## config.mk

```make
export PLATFORM = sky130hd
export DESIGN_NAME = scm_lut_ctrl
export DESIGN_NICKNAME = d
export VERILOG_FILES = /design/src/rtl/scm_lut_ctrl.sv
export SDC_FILE = /design/constraint.sdc
export NUM_CORES = 1
export LEC_CHECK = 0
export ABC_CLOCK_PERIOD_IN_PS = 6500
export CORE_MARGIN = 2
export CORE_UTILIZATION = 41
export DETAILED_ROUTE_END_ITERATION = 12
export GPL_ROUTABILITY_DRIVEN = 0
export PLACE_DENSITY = 0.75
export REMOVE_ABC_BUFFERS = 1
export SLEW_MARGIN = 0
export SYNTH_ARGS = -nofsm -noshare
export SYNTH_HDL_FRONTEND = slang
export SYNTH_SLANG_ARGS = --single-unit
```

## constraint.sdc

```tcl
create_clock -name clk_i -period 6.5 [get_ports clk_i]
set_input_delay 1.95 -clock clk_i [delete_from_list [all_inputs] [get_ports clk_i]]
set_output_delay 1.95 -clock clk_i [all_outputs]
set_load 0.01 [all_outputs]
```

## src/rtl/scm_lut_ctrl.sv

```systemverilog
// scm_lut_ctrl: sequencer in front of a latch-based C x K LUT store.
//   LOAD   : fills the store from a valid/ready stream (c-major, k-minor order),
//            then waits WriteLatency cycles so the last entry is committed.
//   ACTIVE : serves (c,k) lookups, one per cycle, response ReadLatency+1 later.
// Ports:
//   clk_i, rst_i (sync, active-high)
//   load_start_i                     : pulse, start a full (re)load
//   in_valid_i/in_ready_o/in_data_i  : load stream
//   loaded_o / load_done_o           : LUT committed level / rising pulse
//   rd_valid_i/rd_ready_o/rd_c_i/rd_k_i : lookup request
//   rd_rvalid_o/rd_rdata_o           : lookup response
//   scm_raddr_o/scm_rdata_i          : store read port
//   scm_waddr_o/scm_wdata_o/scm_we_o : store write port
module scm_lut_ctrl #(
  parameter int unsigned C              = 32,
  parameter int unsigned K              = 16,
  parameter int unsigned DataTypeWidth  = 16,
  parameter int unsigned TotalAddrWidth = $clog2(C * K),
  parameter int unsigned WriteLatency   = 2,
  parameter int unsigned ReadLatency    = 1
) (
  input  logic                      clk_i,
  input  logic                      rst_i,
  input  logic                      load_start_i,
  input  logic                      in_valid_i,
  output logic                      in_ready_o,
  input  logic [DataTypeWidth-1:0]  in_data_i,
  output logic                      loaded_o,
  output logic                      load_done_o,
  input  logic                      rd_valid_i,
  output logic                      rd_ready_o,
  input  logic [$clog2(C)-1:0]      rd_c_i,
  input  logic [$clog2(K)-1:0]      rd_k_i,
  output logic                      rd_rvalid_o,
  output logic [DataTypeWidth-1:0]  rd_rdata_o,
  output logic [TotalAddrWidth-1:0] scm_raddr_o,
  input  logic [DataTypeWidth-1:0]  scm_rdata_i,
  output logic [TotalAddrWidth-1:0] scm_waddr_o,
  output logic [DataTypeWidth-1:0]  scm_wdata_o,
  output logic                      scm_we_o
);

  localparam int unsigned DrainW = (WriteLatency > 1) ? $clog2(WriteLatency) : 1;
  localparam logic [TotalAddrWidth-1:0] LastAddr = TotalAddrWidth'(C * K - 1);
  localparam logic [DrainW-1:0] DrainLast = DrainW'(WriteLatency - 1);

  typedef enum logic [1:0] {IDLE, LOAD, DRAIN, ACTIVE} state_t;

  state_t                    state_q;
  logic [TotalAddrWidth-1:0] wr_cnt_q;
  logic [TotalAddrWidth-1:0] waddr_q;
  logic [TotalAddrWidth-1:0] raddr_q;
  logic [DataTypeWidth-1:0]  wdata_q;
  logic [DataTypeWidth-1:0]  rdata_q;
  logic [DrainW-1:0]         drain_cnt_q;
  logic [ReadLatency-1:0]    rd_pipe_q;
  logic                      rvalid_q;
  logic                      loaded_q;
  logic                      load_done_q;
  logic                      rd_idle;
  logic                      wr_beat;
  logic                      rd_accept;

  // Writes must not start while a read issued before a reload is still in flight.
  assign rd_idle    = (rd_pipe_q == '0) && !rvalid_q;
  assign in_ready_o = (state_q == LOAD) && rd_idle;
  assign wr_beat    = in_valid_i && in_ready_o;

  // A reload request wins over a lookup presented in the same cycle.
  assign rd_ready_o = (state_q == ACTIVE) && !load_start_i;
  assign rd_accept  = rd_valid_i && rd_ready_o;

  // Store ports follow the beat/request combinationally, hold last value otherwise.
  assign scm_we_o    = wr_beat;
  assign scm_waddr_o = wr_beat ? wr_cnt_q : waddr_q;
  assign scm_wdata_o = wr_beat ? in_data_i : wdata_q;
  assign scm_raddr_o = rd_accept ? {rd_c_i, rd_k_i} : raddr_q;

  assign loaded_o    = loaded_q;
  assign load_done_o = load_done_q;
  assign rd_rvalid_o = rvalid_q;
  assign rd_rdata_o  = rdata_q;

  // Phase sequencer and write-side state.
  always_ff @(posedge clk_i) begin
    if (rst_i) begin
      state_q     <= IDLE;
      wr_cnt_q    <= '0;
      drain_cnt_q <= '0;
      waddr_q     <= '0;
      wdata_q     <= '0;
      loaded_q    <= 1'b0;
      load_done_q <= 1'b0;
    end else begin
      load_done_q <= 1'b0;
      if (wr_beat) begin
        waddr_q <= wr_cnt_q;
        wdata_q <= in_data_i;
      end
      case (state_q)
        IDLE: begin
          if (load_start_i) begin
            state_q  <= LOAD;
            wr_cnt_q <= '0;
          end
        end
        LOAD: begin
          if (wr_beat) begin
            wr_cnt_q <= wr_cnt_q + TotalAddrWidth'(1);
            if (wr_cnt_q == LastAddr) begin
              state_q     <= DRAIN;
              drain_cnt_q <= '0;
            end
          end
        end
        DRAIN: begin
          if (drain_cnt_q == DrainLast) begin
            state_q     <= ACTIVE;
            drain_cnt_q <= '0;
            loaded_q    <= 1'b1;
            load_done_q <= 1'b1;
          end else begin
            drain_cnt_q <= drain_cnt_q + DrainW'(1);
          end
        end
        ACTIVE: begin
          if (load_start_i) begin
            state_q  <= LOAD;
            wr_cnt_q <= '0;
            loaded_q <= 1'b0;
          end
        end
        default: state_q <= IDLE;
      endcase
    end
  end

  // Read pipeline: ReadLatency stages for the store, then the output register.
  always_ff @(posedge clk_i) begin
    if (rst_i) begin
      rd_pipe_q <= '0;
      rvalid_q  <= 1'b0;
      rdata_q   <= '0;
      raddr_q   <= '0;
    end else begin
      if (rd_accept) raddr_q <= {rd_c_i, rd_k_i};
      rd_pipe_q[0] <= rd_accept;
      for (int unsigned i = 1; i < ReadLatency; i++) rd_pipe_q[i] <= rd_pipe_q[i-1];
      rvalid_q <= rd_pipe_q[ReadLatency-1];
      if (rd_pipe_q[ReadLatency-1]) rdata_q <= scm_rdata_i;
    end
  end

  // Protocol invariants.
  always_ff @(posedge clk_i) begin
    if (!rst_i) begin
      assert (!scm_we_o || state_q == LOAD);
      assert (!rd_accept || state_q == ACTIVE);
      assert ({1'b0, wr_cnt_q} <= {1'b0, LastAddr});
    end
  end

endmodule
```

==> metrics.cfg <==
[min_path]
hold_path_class = reg2reg
hp-start = drain_cnt_q
holdPathStages = 2
hold_end = load_done_o

[routing]
ant_nets = 0
drt_wl_total_um = 5830
wire_per_inst_um = 13.1
first_pass_iters = 4
drc_errors = 0
vias_per_cell = 4.86
via_count = 2161
drtIter0Drc = 62

[outcome]
status = complete, no violations

[clock_network]
cts_hold_buf = 0
path_clk_slew_ns = 0.07
numCtsBuffers = 9
cts_resized = 0
cts_sinks = 66
clockRootBuffer = clkbuf_8
clk_path_buf_depth = 2
clk-insertion-delay-late_ns = 0.34
cts_tree = done
cts.htree.levels = 3
post_cts_buffers = 0

[finish]
finish.utilization = 0.619
final_common_cell = clkdlybuf4s50_1
fin_area_sq_um = 3980
nets = 414
regArea_sq_um = 1320
area_growth_pct = 44.2
antenna_cells = 0
multiInputGateArea_sq_um = 1320
layout-drive-gt1-share = 0.0978
fillCellCount = 566
final_cell_mix = clkdlybuf4s50_1 (100), dfxtp_1 (66), nor2b_1 (39)

[sta]
fin_skew_ns = 0.0112
fin_crit_ns = 6.13
setup_viol = 0
period_share = 0.943
slew_violations = 0
setup_tns_ns = 0
rsz0062_at_grt = false
finalHoldViolCount = 0
slew_headroom = 0.330
worst_pin_slew_ns = 1.00
timing.fmax_mhz = 163

[logic_synthesis]
ys_seq_elements = 66
syn_inst = 264
synth_flop_cell = dfxtp_1
synth_edf_count = 0
ys_types = 33
syn_area_sq_um = 2760
synth_warnings = 0
async_flop_share = 0
syn_avg_cell_area_sq_um = 10.4
synth_seq_area_share = 0.479

[die]
core-area_sq_um = 6420
die_x_um = 86.0
die_y_um = 86.0
core.rowCount = 29
die-area_sq_um = 7400
ios = 102
initial_core_util = 0.429

[global_routing]
overflow = 0
grt_max_degree = 68
grt_pass1_wl_um = 9540
grt_pass1_vias = 2028
grt_antenna_before_repair = 0
track_usage = 0.164

[pwr]
power_leakage_nw = 1.54
p_per_area_nw_per_um2 = 272
worst_ir_drop_vdd_uv = 174
total_power_w = 0.00108

[placed_design]
port_buffers = 101
placed_area_sq_um = 3790
dpl.hpwl_um = 3910

[critical_path]
r2r_setup_slack_ns = 4.16
r2r-end = wdata_q[1]
r2r_cells = 5
r2r_start = rd_pipe_q
cp_max_fo = 27
criticalPathCategory = in2out
critPathLaunchType = primary input
critPathRequiredTime_ns = 4.55
worstPathArrival_ns = 4.18
cp-end-kind = output port

[job]
maxCapViolations = 0

[synth_stat cells (all sizes together) (2+ instances only)]
cell type / n / share of area
dfxtp: 66 / 0.48
nor2b: 39 / 0.089
mux2: 34 / 0.14
nor2: 31 / 0.048
mux2i: 17 / 0.062
a21oi: 9 / 0.016
buf: 8 / 0.025
clkbuf: 7 / 0.0095
nand2: 7 / 0.0095
nand3b: 6 / 0.016
ha: 5 / 0.023
inv: 5 / 0.0068
o21ai: 5 / 0.0091
and3: 3 / 0.0068
nand2b: 3 / 0.0068
nand3: 3 / 0.0054
a31oi: 2 / 0.0045
nor3: 2 / 0.0077
or3: 2 / 0.0045
or3b: 2 / 0.0064
[worst max-delay path by stage]
stage,slack [ns],end,cells past startpoint,from
final,0.37,scm_wdata_o[7],6,in_valid_i
after CTS,0.35,scm_wdata_o[7],6,in_valid_i
after detailed placement,0.37,scm_waddr_o[8],6,in_valid_i
after global placement,0.38,scm_wdata_o[1],6,in_valid_i
after floorplan,1.31,scm_waddr_o[2],3,in_valid_i
after global routing,0.28,scm_wdata_o[1],6,in_valid_i
[worst max-delay path, cell delays in order]
cell             delay (ns)
clkdlybuf4s50_1        0.46
or3b_1                 0.54
nor2_8                 0.16
buf_12                 0.20
mux2_1                 0.36
clkdlybuf4s50_1        0.50
[flip-flops by register name, summed over array words and instances (netlist names)]
name and count:
load_done_o 1, wr_cnt_q 9, loaded_o 1, drain_cnt_q 1, rd_rvalid_o 1, raddr_q 9
rd_pipe_q 1, waddr_q 9, state_q 2, rd_rdata_o 16, wdata_q 16
[cell type report]
cell class,count,share of cell area
Inverter,5,0.00472
Tap cell,77,0.0242
Multi-Input combinational cell,178,0.333
Timing Repair Buffer,103,0.260
Clock buffer,14,0.0434
Sequential cell,66,0.332
Clock inverter,2,0.00252
[cells by family (layout without fill, tap and decap cells)]
| group | after synthesis | after routing | synth area share |
|---|---|---|---|
| AO/OA/AOI/OAI | 24 | 24 | 0.0563 |
| adder cells (fa/ha/maj) | 5 | 5 | 0.0227 |
| buffers and inverters | 20 | 124 | 0.0409 |
| flip-flops | 66 | 66 | 0.479 |
| multiplexers | 51 | 51 | 0.201 |
| AND/OR/NAND/NOR | 98 | 98 | 0.200 |
[stage by stage]
stage	hold WS, ns	worst slack (ns)	std cells
finish	0.475	0.369	445
global route	0.503	0.282	445
detailed placement	0.459	0.366	429
floorplan	0.433	1.31	249
global placement	0.455	0.377	429
CTS	0.473	0.350	445
[layer usage]
layer / GRT usage / vias up / share of wire
met5: 0 / - / 0
met4: 0.0823 / 0 / 0.020
met3: 0.0645 / 10 / 0.083
met2: 0.254 / 69 / 0.47
met1: 0.197 / 993 / 0.43
li1: - / 1089 / -
[report_power, final]
part	switching [W]	internal, W
combinational	0.000155	0.000168
clock	0.000147	0.000169
sequential	0.0000136	0.000429
total	0.000316	0.000767
(Power assumes the default switching activity.)
